===== src/rtl/control_unit_if.sv =====
// ============================================================================
// control_unit_if : datapath/memory <-> control FSM signal bundle
// Revision 1.0
// ============================================================================
`default_nettype none

interface control_unit_if;
    logic [3:0] opcode;
    logic       zero;
    logic       memReady;
    logic       pcSelect;
    logic       pcEnable;
    logic       adrSelect;
    logic       ir1En;
    logic       ir2En;
    logic       regSelect;
    logic       wd3Select;
    logic       regWrite;
    logic       op1Sel;
    logic       op2Sel;
    logic [2:0] aluControl;
    logic       memRead;
    logic       memWrite;
    logic       halted;
    logic       illegal;

    modport master (
        input  opcode, zero, memReady,
        output pcSelect, pcEnable, adrSelect, ir1En, ir2En, regSelect,
               wd3Select, regWrite, op1Sel, op2Sel, aluControl,
               memRead, memWrite, halted, illegal
    );

    modport slave (
        output opcode, zero, memReady,
        input  pcSelect, pcEnable, adrSelect, ir1En, ir2En, regSelect,
               wd3Select, regWrite, op1Sel, op2Sel, aluControl,
               memRead, memWrite, halted, illegal
    );
endinterface

`default_nettype wire


===== src/rtl/control_unit.sv =====
// ============================================================================
// control_unit : multicycle control FSM for the 8-bit CPU (two-byte ISA)
// Revision 1.0
// ============================================================================
`default_nettype none

module control_unit (
    input  logic           clk,
    input  logic           reset,
    control_unit_if.master bus
);

    typedef enum logic [3:0] {
        S_FETCH1 = 4'd0,
        S_FETCH2 = 4'd1,
        S_DECODE = 4'd2,
        S_ALU    = 4'd3,
        S_MEMRD  = 4'd4,
        S_MEMWR  = 4'd5,
        S_JUMP   = 4'd6,
        S_BRANCH = 4'd7,
        S_HALT   = 4'd8
    } state_t;

    localparam logic [2:0] C_ALU_ADD = 3'b000;
    localparam logic [2:0] C_ALU_SUB = 3'b001;
    localparam logic [2:0] C_ALU_AND = 3'b010;
    localparam logic [2:0] C_ALU_OR  = 3'b011;

    state_t state_q, state_d;
    logic   halted_q, halted_d;
    logic   illegal_q, illegal_d;

    logic       w_pc_select, w_pc_enable, w_adr_select, w_ir1_en, w_ir2_en;
    logic       w_reg_select, w_wd3_select, w_reg_write, w_op1_sel, w_op2_sel;
    logic [2:0] w_alu_control;
    logic       w_mem_read, w_mem_write;

    always_ff @(posedge clk or posedge reset) begin
        if (reset) begin
            state_q   <= S_FETCH1;
            halted_q  <= 1'b0;
            illegal_q <= 1'b0;
        end else begin
            state_q   <= state_d;
            halted_q  <= halted_d;
            illegal_q <= illegal_d;
        end
    end

    always_comb begin
        state_d       = state_q;
        illegal_d     = illegal_q;
        w_pc_select   = 1'b0;
        w_pc_enable   = 1'b0;
        w_adr_select  = 1'b0;
        w_ir1_en      = 1'b0;
        w_ir2_en      = 1'b0;
        w_reg_select  = 1'b0;
        w_wd3_select  = 1'b0;
        w_reg_write   = 1'b0;
        w_op1_sel     = 1'b0;
        w_op2_sel     = 1'b0;
        w_alu_control = C_ALU_ADD;
        w_mem_read    = 1'b0;
        w_mem_write   = 1'b0;

        case (state_q)
            S_FETCH1, S_FETCH2: begin
                // PC+1 computed by the ALU while the byte is read
                w_mem_read  = 1'b1;
                w_op2_sel   = 1'b1;
                w_pc_enable = bus.memReady;
                if (state_q == S_FETCH1) begin
                    w_ir1_en = bus.memReady;
                    if (bus.memReady) state_d = S_FETCH2;
                end else begin
                    w_ir2_en = bus.memReady;
                    if (bus.memReady) state_d = S_DECODE;
                end
            end
            S_DECODE: begin
                case (bus.opcode)
                    4'h0:                   state_d = S_FETCH1;
                    4'h1, 4'h2, 4'h3, 4'h4: state_d = S_ALU;
                    4'h5:                   state_d = S_MEMRD;
                    4'h6:                   state_d = S_MEMWR;
                    4'h7:                   state_d = S_JUMP;
                    4'h8:                   state_d = S_BRANCH;
                    4'hF:                   state_d = S_HALT;
                    default: begin
                        state_d   = S_HALT;
                        illegal_d = 1'b1;
                    end
                endcase
            end
            S_ALU: begin
                w_op1_sel    = 1'b1;
                w_wd3_select = 1'b1;
                w_reg_write  = 1'b1;
                case (bus.opcode)
                    4'h2:    w_alu_control = C_ALU_SUB;
                    4'h3:    w_alu_control = C_ALU_AND;
                    4'h4:    w_alu_control = C_ALU_OR;
                    default: w_alu_control = C_ALU_ADD;
                endcase
                state_d = S_FETCH1;
            end
            S_MEMRD: begin
                w_mem_read   = 1'b1;
                w_adr_select = 1'b1;
                w_reg_write  = bus.memReady;
                if (bus.memReady) state_d = S_FETCH1;
            end
            S_MEMWR: begin
                w_mem_write  = 1'b1;
                w_adr_select = 1'b1;
                if (bus.memReady) state_d = S_FETCH1;
            end
            S_JUMP: begin
                w_pc_select = 1'b1;
                w_pc_enable = 1'b1;
                state_d     = S_FETCH1;
            end
            S_BRANCH: begin
                w_op1_sel     = 1'b1;
                w_alu_control = C_ALU_SUB;
                w_pc_select   = 1'b1;
                w_pc_enable   = bus.zero;
                state_d       = S_FETCH1;
            end
            S_HALT:  state_d = S_HALT;
            default: state_d = S_FETCH1;
        endcase

        halted_d = (state_d == S_HALT);
    end

    // Reset masks every enable/strobe immediately, ahead of the state register
    assign bus.pcSelect   = w_pc_select   & ~reset;
    assign bus.pcEnable   = w_pc_enable   & ~reset;
    assign bus.adrSelect  = w_adr_select  & ~reset;
    assign bus.ir1En      = w_ir1_en      & ~reset;
    assign bus.ir2En      = w_ir2_en      & ~reset;
    assign bus.regSelect  = w_reg_select  & ~reset;
    assign bus.wd3Select  = w_wd3_select  & ~reset;
    assign bus.regWrite   = w_reg_write   & ~reset;
    assign bus.op1Sel     = w_op1_sel     & ~reset;
    assign bus.op2Sel     = w_op2_sel     & ~reset;
    assign bus.aluControl = w_alu_control & {3{~reset}};
    assign bus.memRead    = w_mem_read    & ~reset;
    assign bus.memWrite   = w_mem_write   & ~reset;
    assign bus.halted     = halted_q;
    assign bus.illegal    = illegal_q;

endmodule

`default_nettype wire

===== src/flat_wrapper.sv =====
// flat-port wrapper written by rule: the top's interface ports become plain ports
module control_unit_flat 
  (clk, reset, bus_opcode, bus_zero, bus_memReady, bus_pcSelect, bus_pcEnable, bus_adrSelect, bus_ir1En, bus_ir2En, bus_regSelect, bus_wd3Select, bus_regWrite, bus_op1Sel, bus_op2Sel, bus_aluControl, bus_memRead, bus_memWrite, bus_halted, bus_illegal);
  control_unit_if bus_i ();
  input  logic clk;
  input  logic reset;
  input wire logic [$bits(bus_i.opcode)-1:0] bus_opcode;
  input wire logic [$bits(bus_i.zero)-1:0] bus_zero;
  input wire logic [$bits(bus_i.memReady)-1:0] bus_memReady;
  output wire logic [$bits(bus_i.pcSelect)-1:0] bus_pcSelect;
  output wire logic [$bits(bus_i.pcEnable)-1:0] bus_pcEnable;
  output wire logic [$bits(bus_i.adrSelect)-1:0] bus_adrSelect;
  output wire logic [$bits(bus_i.ir1En)-1:0] bus_ir1En;
  output wire logic [$bits(bus_i.ir2En)-1:0] bus_ir2En;
  output wire logic [$bits(bus_i.regSelect)-1:0] bus_regSelect;
  output wire logic [$bits(bus_i.wd3Select)-1:0] bus_wd3Select;
  output wire logic [$bits(bus_i.regWrite)-1:0] bus_regWrite;
  output wire logic [$bits(bus_i.op1Sel)-1:0] bus_op1Sel;
  output wire logic [$bits(bus_i.op2Sel)-1:0] bus_op2Sel;
  output wire logic [$bits(bus_i.aluControl)-1:0] bus_aluControl;
  output wire logic [$bits(bus_i.memRead)-1:0] bus_memRead;
  output wire logic [$bits(bus_i.memWrite)-1:0] bus_memWrite;
  output wire logic [$bits(bus_i.halted)-1:0] bus_halted;
  output wire logic [$bits(bus_i.illegal)-1:0] bus_illegal;
  assign bus_i.opcode = bus_opcode;
  assign bus_i.zero = bus_zero;
  assign bus_i.memReady = bus_memReady;
  assign bus_pcSelect = bus_i.pcSelect;
  assign bus_pcEnable = bus_i.pcEnable;
  assign bus_adrSelect = bus_i.adrSelect;
  assign bus_ir1En = bus_i.ir1En;
  assign bus_ir2En = bus_i.ir2En;
  assign bus_regSelect = bus_i.regSelect;
  assign bus_wd3Select = bus_i.wd3Select;
  assign bus_regWrite = bus_i.regWrite;
  assign bus_op1Sel = bus_i.op1Sel;
  assign bus_op2Sel = bus_i.op2Sel;
  assign bus_aluControl = bus_i.aluControl;
  assign bus_memRead = bus_i.memRead;
  assign bus_memWrite = bus_i.memWrite;
  assign bus_halted = bus_i.halted;
  assign bus_illegal = bus_i.illegal;
  control_unit u_core (.clk(clk), .reset(reset), .bus(bus_i));
endmodule

===== config.mk =====
export PLATFORM = sky130hd
export DESIGN_NAME = control_unit_flat
export DESIGN_NICKNAME = d
export VERILOG_FILES = /design/src/rtl/control_unit_if.sv /design/src/rtl/control_unit.sv /design/src/flat_wrapper.sv
export SDC_FILE = /design/constraint.sdc
export NUM_CORES = 1
export LEC_CHECK = 0
export ABC_AREA = 1
export CAP_MARGIN = 10
export CORE_MARGIN = 2
export CORE_UTILIZATION = 33
export DETAILED_ROUTE_END_ITERATION = 10
export PLACE_DENSITY = 0.65
export SLEW_MARGIN = 5
export SYNTH_ARGS = -nofsm -noshare
export SYNTH_HDL_FRONTEND = slang
export SYNTH_SLANG_ARGS = --single-unit

===== constraint.sdc =====
create_clock -name clk -period 1.6 [get_ports clk]
set_input_delay 0.16 -clock clk [delete_from_list [all_inputs] [get_ports clk]]
set_output_delay 0.16 -clock clk [all_outputs]
set_load 0.02 [all_outputs]

==> results of run 1 <==
[metal layers]
layer	vias up	share of wire (%)
met5	-	0
met4	0	0
met3	0	3.6
met2	17	50
met1	322	46
li1	391	-
[timing repair]
| action | in CTS | in global routing |
|---|---|---|
| resized for setup | 43 | 15 |
| endpoints found under the hold margin | 0 | 0 |
| hold buffers | 0 | 0 |
| endpoints found under the setup margin | 13 | 11 |
| buffers inserted | 1 | 0 |
| pin swaps | 1 | 2 |
[critical path, cell delays in order, from the launching register on]
cell and delay [ns]:
dfrtp_2 0.44, buf_4 0.15, nor3_4 0.21, clkdlybuf4s15_1 0.33
[path summary, 6_finish.rpt]
| path | cells past startpoint | end | start |
|---|---|---|---|
| max in group asynchronous | 3 | u_core.state_q[1] | reset |
| min | 3 | u_core.bus.illegal | reset |
| max | 3 | bus_op1Sel | u_core.state_q[3] |
| max reg2reg | 8 | u_core.state_q[2] | u_core.state_q[1] |
| min reg2reg | 2 | u_core.bus.illegal | u_core.bus.illegal |
| min in group clk | 2 | u_core.bus.illegal | u_core.bus.illegal |
[cells by family after synthesis]
kind of cell	after synthesis	synth area share, %
and+or+nand+nor	54	43.9
other	1	0.678
buffers and inverters	19	14.5
AOI/OAI and AO/OA	13	13.8
DFF	6	27.1
[sequential cells by signal (all words and copies together), names as in the netlist]
register	count
u_core.bus.halted	1
u_core.bus.illegal	1
u_core.state_q	4
[where the power goes]
part / internal [mW] / total [mW] / switching, mW
clock network: 0.0845 / 0.134 / 0.0493
logic: 0.386 / 0.834 / 0.448
registers: 0.209 / 0.267 / 0.0587
total: 0.679 / 1.24 / 0.556
[per-stage QoR]
stage                     hold slack (ns)  total power, mW  cells  TNS (ns)  area, sq um
after floorplan                   -0.0407            0.665     94         0          557
after global placement              0.448             1.08    153     -1.69          957
after detailed placement            0.460             1.09    153     -1.88          957
after CTS                           0.362             1.24    157         0          976
after global routing                0.396             1.33    157  -0.00293          960
final                               0.361             1.24    157         0          960
[synth_stat cells, drive strengths merged]
library cell,number
o31ai,1
o21a,1
nor2,20
dfrtp,6
o211ai,1
a21oi,3
nand4,1
nand3,4
buf,3
conb,1
o21ai,7
inv,16
nand2,25
nor3,4
[final cells by class]
cell class,count,area [sq um]
flip-flops and latches,6,153
inverters,16,60.1
clock buffers,3,22.5
well taps,16,20.0
fillers,152,582
repair buffers,47,362
multi-input cells,69,343
==> summary.md, run 1 <==
| Metric | Value |
|---|---|
| Status | completed |
| First-pass GRT wire length | 2.66 mm |
| Area leader, netlist | dfrtp_1 |
| Area Overhead vs Synth | 73.5% |
| Most common cell after layout, fill and taps aside | buf_4 |
| Mapped Area | ~550 sq um |
| Final Max Tran Viols | 0 |
| Wirelength, routed | 1.60 mm |
| Number of global-route vias before repair | 663 |
| Crit-path max FO | 5 |
| Post-synthesis sequential area ratio | 27.1% |
| CTS Buf Count | 3 |
| CP required | ~1.4 ns |
| CP Data Arrival Time | 1.37 ns |
| Core box area | 1540 sq um |
| Final worst-path cycle share | 95.4% |
| Synth cell types | 21 |
| Final setup vio count | 0 |
| Initial DRC Count | 10 |
| Die Wd | 44.9 microns |
| Die Area | 2020 sq um |
| DRC viols | 0 |
| Worst min path class | in2async |
| Final nets | 151 |
| Max cap viols | 0 |
| GRT Overall Usage | between 10% and 20% |
| Minimum clock period | 1.53 ns |
| Yosys reg bits | 6 |
| Setup CP Type | reg2out |
| CTS Buffer Depth | 2 |
| DP Worst Slack | -0.223 ns |
| DRT antenna net count | 0 |
| Vias per cell | 4.65 |
| Vias | 730 |
| Routed len/inst | about 10 microns |
| Pwr Density | 1290 nW/um^2 |
| Final core occ | 62.3% |
| CTS tree | built |
| Ys Warns | 0 |
| Lkg Pwr | roughly 0.52 nW |
| Met3 Track Usage GR | 2.40% |
| Most Used Layer, Global Route | met2 |
| Met2 usage | 30.6% |
| Cells after Synth | 93 |
| H-tree depth | 1 |
| DP Wirelength | 1.33 mm |
| Setup crit start kind | flip-flop |
| CP Capture Type | primary output |
| Met1 usage | 22.9% |
| Synth Area per Inst | 5.95 sq um |
| R2R Setup Slk | 0.35 ns |
| PortBufs | 22 |
| Largest net degree at the start of global routing | 9 |
| Fin Clk Skew | 0.00143 ns |
| Sink Count | 6 |
| Clk_lat worst skew | 0.24 ns |
| Diode count | 0 |
| Setup ws final | 0.0729 ns |
| GP Congestion | between 0.7 and 0.8 |
| Die Ht | ~45 microns |
| CTS Root Cell | clkbuf_4 |
| Starting Density | 35.9% |
| First drt pass iteration count | 2 |
| Fin. Hold Viols | 0 |
| Synth area leaders | dfrtp_1 27%, nand2_1 16%, nor2_1 10% |
| Clk slew on worst S/H paths | roughly 0.04 ns |
| Fmax | 655 MHz |
| Commonest cells after routing, fill and taps aside | 28 x buf_4, 22 x nand2_1, 14 x nor2_1, 9 x inv_1, 9 x clkdlybuf4s50_1 |
| Share of layout cells above drive strength 1 | 42.6% |
| VDD IR-drop max | 465 uV |
| Num ports | 25 |
| Placement row count | 14 |
| Initial antenna violation count | 0 |
| Global route overflow | 0 |
| Top cell type's share of synthesized area | 27.1% |
No activity file was read; power rests on OpenSTA's default activity.
==> inputs of run 2 (changes only) <==
--- a/config.mk
+++ b/config.mk
@@ -10,6 +10,7 @@
 export CORE_MARGIN = 2
 export CORE_UTILIZATION = 33
 export DETAILED_ROUTE_END_ITERATION = 10
+export GPL_TIMING_DRIVEN = 0
 export PLACE_DENSITY = 0.65
 export SLEW_MARGIN = 5
 export SYNTH_ARGS = -nofsm -noshare
==> constraint.sdc (replaced) <==
create_clock -name clk -period 1.95 [get_ports clk]
set_input_delay 0.195 -clock clk [delete_from_list [all_inputs] [get_ports clk]]
set_output_delay 0.195 -clock clk [all_outputs]
set_load 0.02 [all_outputs]
==> run 2 against run 1 <==
Compared with the run above: via count shrank 12%; global-route usage decreased by 4.1 points; worst setup slack improved by 0.040 ns; flip-flop and latch count did not move; final area is 15% lower; wire length shrank 20%; critical endpoint unchanged; combinational power decreased by 45%; highest routed layer unchanged; non-clock buffer count shrank 22; core utilization decreased by 9.1 points; clock-buffer cell count stayed put.
==> summary.md, run 2 (synthesized netlist as in run 1, its figures left out) <==
| Metric | Value |
|---|---|
| Status | completed |
| Vias per cell | 4.73 |
| GP Congestion | 0.765 |
| DRT antenna net count | 0 |
| Cell area after layout | 820 sq um |
| Max cap viols | 0 |
| RR Endpoint | u_core.state_q[0] |
| Diode count | 0 |
| Slowest stage delay, CP | 0.63 ns |
| Crit path to | bus_op1Sel |
| Clk slew on worst S/H paths | 0.04 ns |
| First drt pass iteration count | 4 |
| Area Overhead vs Synth | 48.2% |
| Die Ht | 44.9 microns |
| Global route overflow | 0 |
| Final core occ | between 50 and 60% |
| Fmax | ~540 MHz |
| Die Wd | 44.9 microns |
| R2R Setup Slk | 0.89 ns |
| CTS Buffer Depth | 2 |
| Lkg Pwr | 0.508 nW |
| Top Family by Delay on Critical Path | buffers and inverters |
| VDD IR-drop max | 440 uV |
| RSZ-0062 raised after global routing | no |
| WL met2 | 638 microns |
| DRC viols | 0 |
| FF+latch area | between 150 and 200 sq um |
| Vias | 639 |
| DP Worst Slack | -0.0508 ns |
| Cell mode on critical path | clkdlybuf4s50_1 |
| PortBufs | 22 |
| Core box area | 1540 sq um |
| Number of cells on the critical path | 4 |
| Largest register by flop count | u_core.state_q |
| H-tree depth | 1 |
| Fin. Hold Viols | 0 |
| Pwr Density | slightly below 1000 nW/um^2 |
| Setup Fix Bufs, Post-CTS | 0 |
| Routed len/inst | between 9 and 10 microns |
| DR top layer | met3 |
| Final setup vio count | 0 |
| CTS tree | built |
| Placement row count | 14 |
| Crit-path max FO | 10 |
| Clk_lat worst skew | 0.24 ns |
| FILL cells | about 170 |
| Die Area | 2020 sq um |
| Share of layout cells above drive strength 1 | 18.5% |
| Number of global-route vias before repair | roughly 540 |
| First-pass GRT wire length | roughly 2.1 mm |
| Worst-case reg-to-reg path depth | 5 |
| Setup crit start kind | primary input |
| Worst min path class | in2async |
| Minimum clock period | 1.84 ns |
| Starting Density | a little over a third |
| CP required | roughly 1.8 ns |
| Met1 wire length | 567 microns |
| Multi-input logic area | 327 sq um |
| DR WL met3 | 74 microns |
| CP Data Arrival Time | between 1.5 and 2 ns |
| Initial DRC Count | 10 |
| Final nets | 129 |
| CTS Root Cell | clkbuf_4 |
| Largest net degree at the start of global routing | 11 |
| Crit path from | reset |
| Setup CP Type | in2out |
| Fin Clk Skew | 0.00215 ns |
| Final worst-path cycle share | 94.2% |
| Max reg flops | 4 |
| DP Wirelength | between 1 and 1.5 mm |
| Start of the worst register-to-register path | u_core.state_q[3] |
| Crit path max-delay cell type | clkdlybuf4s50_1 |
| Final Max Tran Viols | 0 |
| CP Capture Type | primary output |
| Wirelength, routed | 1.28 mm |
| DP Area | around 800 sq um |
| Buf/Inv on CP | 3 |
| Crit-path cells | clkdlybuf4s50_1, buf_2, nor3_2, clkdlybuf4s50_1 |
| Cts hold-fix bufs | 0 |
| GRT Overall Usage | 13.8% |
| Sink Count | 6 |
| Commonest cells after routing, fill and taps aside | 23 x nand2_1, 15 x nor2_1, 10 x clkdlybuf4s50_1, 9 x inv_1, 8 x dlygate4sd2_1 |
| Most common cell after layout, fill and taps aside | nand2_1 |
| Setup ws final | between 0.1 and 0.15 ns |
| Initial antenna violation count | 0 |
| Num ports | 25 |
| CTS Buf Count | 3 |
-- run 2: changes by cell type in the layout (fill, tap and decap cells not counted), sizes merged --
cell	change
buf	-30
dlygate4sd2	+8
dlymetal6s2s	+4
clkbuf	-3
clkdlybuf4s15	-2
clkdlybuf4s50	+1
-- run 2: worst reg2reg max path: stages (launching register included) --
cell,delay [ns]
dfrtp_1,0.46
nor2_2,0.18
nand2_2,0.12
a21oi_2,0.11
nand2_1,0.07
nand3_1,0.06
-- run 2: cell type report --
type	instances	share of cell area, %
plain buffers	3	2.44
clock buffers	3	2.75
inverters	16	7.33
multi-input cells	69	39.8
flip-flops and latches	6	18.3
well taps	16	2.44
repair buffers	22	26.9
-- run 2: metrics by stage --
stage / hold WS, ns / TNS (ns) / power, mW / cells
final: 0.206 / 0 / 0.800 / 135
after detailed placement: 0.460 / -0.0773 / 0.724 / 132
after floorplan: -0.00573 / 0 / 0.546 / 94
after CTS: 0.214 / 0 / 0.810 / 135
after global routing: 0.239 / 0 / 0.870 / 135
after global placement: 0.448 / -0.0398 / 0.723 / 132
-- run 2: routing by layer --
layer | vias up | global-route usage [%]
met5 | - | 0
li1 | 344 | -
met1 | 276 | 17.5
met2 | 19 | 24.0
met3 | 0 | 1.60
met4 | 0 | 5.29
-- run 2: where the power goes --
group	switching (mW)	internal, mW	total [mW]
combinational	0.287	0.175	0.462
clock	0.0393	0.0692	0.109
sequential	0.0623	0.167	0.229
-- run 2: what timing repair did --
| action | 4_1_cts | 5_1_grt |
|---|---|---|
| resized for setup | 8 | 4 |
| pin swaps | 0 | 0 |
| endpoints found under the setup margin | 8 | 4 |
| hold endpoints to repair | 0 | 0 |
-- run 2: how the worst min path moves through the flow --
stage / endpoint / slack (ns) / startpoint / depth (start not counted)
2_1_floorplan: u_core.bus.halted / -0.006 / reset / 1
3_3_place_gp: u_core.bus.illegal / 0.45 / u_core.bus.illegal / 2
3_5_place_dp: u_core.state_q[2] / 0.46 / reset / 2
4_1_cts: u_core.state_q[3] / 0.21 / reset / 2
5_1_grt: u_core.bus.illegal / 0.24 / reset / 2
6_report: u_core.state_q[3] / 0.21 / reset / 2
